--- config.mk ---
export PLATFORM = sky130hd
export DESIGN_NAME = btn_conditioner_flat
export DESIGN_NICKNAME = d
export VERILOG_FILES = /design/src/rtl/btn_conditioner_if.sv /design/src/rtl/btn_conditioner.sv /design/src/flat_wrapper.sv
export SDC_FILE = /design/constraint.sdc
export NUM_CORES = 1
export LEC_CHECK = 0
export CORE_MARGIN = 5
export CORE_UTILIZATION = 26
export CTS_BUF_LIST = sky130_fd_sc_hd__clkbuf_4
export DETAILED_ROUTE_END_ITERATION = 10
export SYNTH_ARGS = -nofsm -noshare
export SYNTH_HDL_FRONTEND = slang
export SYNTH_SLANG_ARGS = --single-unit
--- constraint.sdc ---
create_clock -name clk -period 6.13 [get_ports clk]
set_input_delay 0.9195 -clock clk [delete_from_list [all_inputs] [get_ports clk]]
set_output_delay 0.9195 -clock clk [all_outputs]
set_load 0.01 [all_outputs]
--- src/rtl/btn_conditioner_if.sv ---
// Button bundle between the raw pads and the debounced outputs of btn_conditioner.
// The conditioner takes the slave side; the master side drives the pads and observes the outputs.
interface btn_conditioner_if #(
  parameter int unsigned NUM_BTN = 4
);
  logic [NUM_BTN-1:0] btn_raw;
  logic [NUM_BTN-1:0] btn_level;
  logic [NUM_BTN-1:0] btn_event;
  logic [NUM_BTN-1:0] btn_held;

  modport master (
    output btn_raw,
    input  btn_level,
    input  btn_event,
    input  btn_held
  );

  modport slave (
    input  btn_raw,
    output btn_level,
    output btn_event,
    output btn_held
  );
endinterface

--- src/rtl/btn_conditioner.sv ---
// Push-button conditioner: 2-flop sync, debounce, press event with auto-repeat while held.
// Auto-repeat and btn_held are built only when AUTOREPEAT_EN is defined.
module btn_conditioner #(
  parameter int unsigned NUM_BTN        = 4,
  parameter int unsigned DEBOUNCE_CYC   = 500000,
  parameter int unsigned HOLD_CYC       = 25000000,
  parameter int unsigned REPEAT_CYC     = 5000000,
  parameter bit          BTN_ACTIVE_LOW = 1'b1
) (
  input logic              clk,
  input logic              RST,
  btn_conditioner_if.slave btn
);
  localparam int unsigned        DEB_W    = $clog2(DEBOUNCE_CYC + 1);
  localparam logic [NUM_BTN-1:0] RELEASED = {NUM_BTN{BTN_ACTIVE_LOW}};

`ifdef AUTOREPEAT_EN
  localparam int unsigned HOLD_MAX = (HOLD_CYC > REPEAT_CYC) ? HOLD_CYC : REPEAT_CYC;
  localparam int unsigned HOLD_W   = $clog2(HOLD_MAX + 1);

  typedef enum logic [1:0] {IDLE, PRESSED, REPEAT} state_t;
`else
  typedef enum logic {IDLE, PRESSED} state_t;
`endif

  logic [NUM_BTN-1:0] sync1;
  logic [NUM_BTN-1:0] sync2;
  logic [NUM_BTN-1:0] pressed;

  // Synchronisers reset to the released pad level so reset never looks like a press.
  always_ff @(posedge clk or negedge RST) begin
    if (!RST) begin
      sync1 <= RELEASED;
      sync2 <= RELEASED;
    end else begin
      sync1 <= btn.btn_raw;
      sync2 <= sync1;
    end
  end

  assign pressed = BTN_ACTIVE_LOW ? ~sync2 : sync2;

  for (genvar i = 0; i < int'(NUM_BTN); i++) begin : g_ch
    logic [DEB_W-1:0] deb_cnt;
    logic [DEB_W-1:0] deb_nxt;
    logic             level_q;
    logic             level_nxt;
    logic             event_q;
    state_t           state;

    // Level flips only after DEBOUNCE_CYC consecutive disagreeing samples.
    always_comb begin
      level_nxt = level_q;
      deb_nxt   = '0;
      if (pressed[i] != level_q) begin
        if (deb_cnt == DEB_W'(DEBOUNCE_CYC - 1)) begin
          level_nxt = ~level_q;
        end else begin
          deb_nxt = deb_cnt + 1'b1;
        end
      end
    end

    always_ff @(posedge clk or negedge RST) begin
      if (!RST) begin
        deb_cnt <= '0;
        level_q <= 1'b0;
      end else begin
        deb_cnt <= deb_nxt;
        level_q <= level_nxt;
      end
    end

`ifdef AUTOREPEAT_EN
    logic [HOLD_W-1:0] hold_cnt;
    logic              held_q;

    // FSM follows level_nxt so the press pulse lands in the first cycle btn_level reads 1
    // and a release always wins over a coincident repeat.
    always_ff @(posedge clk or negedge RST) begin
      if (!RST) begin
        state    <= IDLE;
        hold_cnt <= '0;
        event_q  <= 1'b0;
        held_q   <= 1'b0;
      end else begin
        event_q <= 1'b0;
        held_q  <= 1'b0;
        if (!level_nxt) begin
          state    <= IDLE;
          hold_cnt <= '0;
        end else begin
          case (state)
            IDLE: begin
              event_q  <= 1'b1;
              state    <= PRESSED;
              hold_cnt <= '0;
            end
            PRESSED: begin
              if (hold_cnt == HOLD_W'(HOLD_CYC - 1)) begin
                event_q  <= 1'b1;
                state    <= REPEAT;
                hold_cnt <= '0;
              end else begin
                hold_cnt <= hold_cnt + 1'b1;
              end
            end
            REPEAT: begin
              held_q <= 1'b1;
              if (hold_cnt == HOLD_W'(REPEAT_CYC - 1)) begin
                event_q  <= 1'b1;
                hold_cnt <= '0;
              end else begin
                hold_cnt <= hold_cnt + 1'b1;
              end
            end
            default: begin
              state    <= IDLE;
              hold_cnt <= '0;
            end
          endcase
        end
      end
    end

    assign btn.btn_held[i] = held_q;
`else
    // Single pulse per accepted press; no repeat timing.
    always_ff @(posedge clk or negedge RST) begin
      if (!RST) begin
        state   <= IDLE;
        event_q <= 1'b0;
      end else begin
        event_q <= 1'b0;
        if (!level_nxt) begin
          state <= IDLE;
        end else if (state == IDLE) begin
          event_q <= 1'b1;
          state   <= PRESSED;
        end
      end
    end

    assign btn.btn_held[i] = 1'b0;
`endif

    assign btn.btn_level[i] = level_q;
    assign btn.btn_event[i] = event_q;
  end
endmodule

--- src/flat_wrapper.sv ---
// flat-port wrapper written by rule: the top's interface ports become plain ports
module btn_conditioner_flat 
#(
  parameter int unsigned NUM_BTN        = 4,
  parameter int unsigned DEBOUNCE_CYC   = 500000,
  parameter int unsigned HOLD_CYC       = 25000000,
  parameter int unsigned REPEAT_CYC     = 5000000,
  parameter bit          BTN_ACTIVE_LOW = 1'b1
)
  (clk, RST, btn_btn_raw, btn_btn_level, btn_btn_event, btn_btn_held);
  btn_conditioner_if #(.NUM_BTN(NUM_BTN)) btn_i ();
  input logic clk;
  input logic RST;
  input wire logic [$bits(btn_i.btn_raw)-1:0] btn_btn_raw;
  output wire logic [$bits(btn_i.btn_level)-1:0] btn_btn_level;
  output wire logic [$bits(btn_i.btn_event)-1:0] btn_btn_event;
  output wire logic [$bits(btn_i.btn_held)-1:0] btn_btn_held;
  assign btn_i.btn_raw = btn_btn_raw;
  assign btn_btn_level = btn_i.btn_level;
  assign btn_btn_event = btn_i.btn_event;
  assign btn_btn_held = btn_i.btn_held;
  btn_conditioner #(.NUM_BTN(NUM_BTN), .DEBOUNCE_CYC(DEBOUNCE_CYC), .HOLD_CYC(HOLD_CYC), .REPEAT_CYC(REPEAT_CYC), .BTN_ACTIVE_LOW(BTN_ACTIVE_LOW)) u_core (.clk(clk), .RST(RST), .btn(btn_i));
endmodule
**Yosys cells after proc, flatten, opt, wreduce, memory -nomap -nowiden**

Index checks and enable logic that the tools add are counted.

- Bits in writable memories: 0
- Memories: 0
- Logic and storage cells: 63
- Latch bits: 0
- Memory bits (read-only): 0
- Input bits: 6
- Output and inout bits: 12
- Register bits after elaboration: 96

- $lt $le $gt $ge: 0
- Equality and inequality tests: 8
- Multipliers: 0
- Reduce and logical (&&, ||, !) cells: 0
- Shift operators: 0
- Bitwise operators: 5
- Div/mod/pow operators: 0
- Add/sub/neg operators: 4
- Muxes and demuxes: 28

Operators by type and width:

| kind | number |
|---|---|
| two-way mux 19 bit | 8 |
| adder 19 x 1 -> 19 bit (second input constant) | 4 |
| equality test 19 bit (second input constant) | 4 |
| two-way mux 1 bit | 20 |
| != test 1 bit | 4 |
| NOT 1 bit | 4 |
| NOT 4 bit | 1 |

**Depth between registers and ports, before layout**

- Depth after elaboration: 4
- Gate-level depth with buffers: 7
- Mapped depth without buffers: 5

**Least setup slack after synthesis**

OpenSTA, ideal clock, no wires.

- Kind: register to register
- Start point: register u_core.g_ch[2].deb_cnt[11]
- End point: register u_core.g_ch[2].deb_cnt[5]
- Arrival: 1.886 ns
- Path slack: 4.125 ns
- Stages on the path, launching flop included: 6
- Library setup time: 0.119 ns
- Required time: 6.011 ns
- Buffers on the path: 1
- Period minus slack after synthesis: 2.005 ns
- Cell sequence: dfrtp_1 or4_1 or4_4 o21ai_4 buf_6 nor2_1

- Word-level cells in the longest chain between the ends: 3

RTL lines:

| element | line | text |
|---|---|---|
| start, declared | btn_conditioner.sv:44 | `logic [DEB_W-1:0] deb_cnt;` |
| start signal, assigned | btn_conditioner.sv:69 | `deb_cnt <= deb_nxt;` |
| equality test 19 bit | btn_conditioner.sv:56 | `if (deb_cnt == DEB_W'(DEBOUNCE_CYC - 1)) begin` |
| two-way mux 19 bit | btn_conditioner.sv:56 |  |
| two-way mux 19 bit | btn_conditioner.sv:55 | `if (pressed[i] != level_q) begin` |
| via u_core.g_ch[2].deb_nxt[5] | btn_conditioner.sv:45 | `logic [DEB_W-1:0] deb_nxt;` |

The timed path passes the listed nets, and every way through them passes these cells.

**Final worst setup path**

- Start point: register u_core.g_ch[3].level_q
- End point: output btn_btn_level[3]

RTL lines:

| element | line | text |
|---|---|---|
| start, declared | btn_conditioner.sv:46 | `logic level_q;` |
| start signal, assigned | btn_conditioner.sv:70 | `level_q <= level_nxt;` |
| end, declared | flat_wrapper.sv:15 | `output wire logic [$bits(btn_i.btn_level)-1:0] btn_btn_level;` |

No word-level cell between the ends.

==> results.md <==
* First-pass GRT wire length at 13800 um
* Total power at 0.001043 W
* Tcrit/Tclk final at roughly two fifths
* TritonCTS Buffers at 9
* Initial antenna violation count at 0
* Filler cells at about 1.7k
* Status: completed
* Setup CP Type: reg -> out
* Post-synth EDFFs at 0
* Most Crowded Layer GR: met2
* Number of synthesized register bits at just over 90
* Hpwl dp at about 5400 um
* Number of clock sinks at between 90 and 100
* FMAX at between 400 and 500 MHz
* FF-to-FF Start: u_core.g_ch[3].deb_cnt[0]
* CP Capture Type: output port
* Skew-Pair Late Insertion Delay at about 0.46 ns
* Met3 Use GR at 3.217%
* Root Driver: clkbuf_4
* Antenna-violating nets left at 0
* Iteration-0 DRC Markers at approximately 170
* Max capacitance violation total at 0
* Row cnt at 47
* HP Class: in -> async
* Distinct cell type count after synthesis at 39
* Antenna Cells at 0
* Total grt overflow at 0
* Routed Wire Length at just under 8000 um
* Most frequent cells in the layout: dfrtp_1 (84), nor2_1 (58), xnor2_1 (32)
* Worst reg2reg setup slack at between 3 and 4 ns
* DRC violations left at 0
* Crit-path slowest cell: clkdlybuf4s50_1
* Synthesized instance count at around 440
* Critical Path AT at 1.45 ns
* Nets at roughly 460
* Setup violators final at 0
* Power per cell area at ~210 mW/mm^2
* I/O pin cnt at 18
* Area growth, synth to finish at 9.868%
* Worst-path clk slew at ~0.13 ns
* Met2 track demand over resource at roughly 14%
* GP Congestion at 0.8107
* Number of setup buffers added after CTS at 0
* Final Max Tran Viols at 0
* Vias/cell at roughly 4.6
* Worst slew margin at between 10% and 20%
* Tmin final at 2.366 ns
* Worst reg2reg path depth at 5
* Met1 usage in global routing at between 10% and 20%
* Htree depth at 3
* Die H at 140.7 um
* Via count at between 3k and 4k
* Ys flop type: dfrtp_1
* Hold buffers post-CTS at 0
* Largest net degree at the start of global routing at 80
* CTS tree: done
* Setup TNS at 0 ns
* Worst Skew at 0.01364 ns
* 1st-pass router iterations at 4
* Mean Syn Cell Area at between 10 and 15 sq um
* Cell breakdown of the critical path: clkdlybuf4s50_1
* Pre-CTS WS at 3.780 ns
* Crit path buffers/inverters at 1
* Least-Margin Pin Slew at between 1 and 1.5 ns
* Crit-path max FO at 4
* Seq/Total Area, Yosys at between 50% and 60%
* Crit path largest cell delay at about 0.57 ns
* Share of cells above drive strength 1 at 7.522%
* Asr flop ratio synth at between 90% and 100%
* Full die area at around 0.020 sq mm
* Worst path required time at 5.21 ns
* Wirelength per Cell at approximately 12 um
* Unrepaired setup endpoints after global routing: no
* Hold Fails Final Rpt at 0
* Max Root-Sink Buffers at 2
* Leading cell type in the layout, fill and taps excluded: dfrtp_1
* Port Buffers at 13
* Die W at about 140 um
* Total GRT Usage at 8.332%
* P_leak at 1.868 nW
* Initial core utilization at a little over a quarter
* Vias in the first global route at 3057
* VDD IR max at roughly 0.075 mV
* Largest delay share family, worst path: buffers and inverters
* Synth warn at 0
* Startpoint types: register
* Core region area at between 0.015 and 0.02 sq mm
* PostCTS Resize Cnt at 0
* Mapped Area at 0.004438 sq mm
* PnR worst setup slack at roughly 3.8 ns
* RR Endpoint: u_core.g_ch[3].deb_cnt[16]
registers in the layout, summed over array words and instances, names as in the netlist:
| register | cells |
|---|---|
| u_core.sync1 | 4 |
| u_core.g_ch.deb_cnt | 76 |
| u_core.g_ch.event_q | 4 |
| u_core.sync2 | 4 |
| u_core.g_ch.level_q | 4 |
logic make-up after synthesis:
kind of cell,share of synthesized area [%]
buf+inv,4.342
compound gates,7.218
flops,52.10
mux,0.2256
fa+ha+maj,1.128
other cells,0.08450
xor+xnor,9.867
simple gates,25.04
where the power goes:
group	internal [W]	switching [W]	total (W)
logic	0.0000114	0.0000277	0.0000391
clock network	0.000170	0.000207	0.000377
registers	0.000618	0.00000872	0.000627
worst max-delay path by stage:
stage	from	to	slack (ns)	cells past startpoint
floorplan	u_core.g_ch[2].deb_cnt[11]	u_core.g_ch[2].deb_cnt[5]	4.12	5
global placement	u_core.g_ch[3].deb_cnt[0]	u_core.g_ch[3].deb_cnt[10]	3.87	5
detailed placement	u_core.g_ch[3].deb_cnt[0]	u_core.g_ch[3].deb_cnt[9]	3.78	5
CTS	u_core.g_ch[0].level_q	btn_btn_level[0]	3.71	1
global route	u_core.g_ch[0].deb_cnt[9]	u_core.g_ch[0].deb_cnt[10]	3.57	4
finish	u_core.g_ch[3].level_q	btn_btn_level[3]	3.76	1
through the flow:
| stage | hold WS, ns | instances | util (%) | area (sq um) |
|---|---|---|---|---|
| after floorplan | 0.3452 | 445 | - | 4449 |
| after global placement | 0.3463 | 656 | 28.31 | 4712 |
| after detailed placement | 0.3470 | 656 | 28.31 | 4712 |
| after CTS | 0.2487 | 672 | 29.30 | 4876 |
| after global routing | 0.2443 | 672 | 29.30 | 4876 |
| final | 0.2864 | 672 | 29.30 | 4876 |
Yosys cell counts, drive strengths merged (3+ instances only):
| cell | count | area [sq um] |
|---|---|---|
| a21oi | 22 | 110.1 |
| and2 | 6 | 37.54 |
| and3 | 9 | 56.30 |
| and4 | 8 | 71.32 |
| buf | 15 | 117.6 |
| clkbuf | 8 | 30.03 |
| dfrtp | 84 | 2102 |
| dfstp | 8 | 210.2 |
| ha | 4 | 50.05 |
| inv | 12 | 45.04 |
| nand2 | 25 | 93.84 |
| nand3 | 20 | 100.1 |
| nand4 | 25 | 156.4 |
| nand4bb | 3 | 33.78 |
| nor2 | 58 | 217.7 |
| nor3 | 11 | 55.05 |
| nor4 | 7 | 43.79 |
| o21ai | 22 | 132.6 |
| o31ai | 8 | 60.06 |
| or3 | 15 | 93.84 |
| or4 | 9 | 75.07 |
| xnor2 | 32 | 280.3 |
| xor2 | 18 | 157.7 |
per-layer routing:
metal / routed length, um / vias to the layer above
li1: - / 1556
met1: 3645 / 1528
met2: 3856 / 32
met3: 316 / 8
met4: 93 / 0
met5: 0 / -
area by class of cell:
class	instances	area, sq um	area share (%)
multi-input cells	318	1944	39.88
clock inverters	6	88.84	1.822
clock buffers	10	75.07	1.540
flip-flops and latches	92	2312	47.42
well taps	220	275.3	5.645
repair buffers	14	135.1	2.771
inverters	12	45.04	0.9238
(Power assumes the default switching activity.)
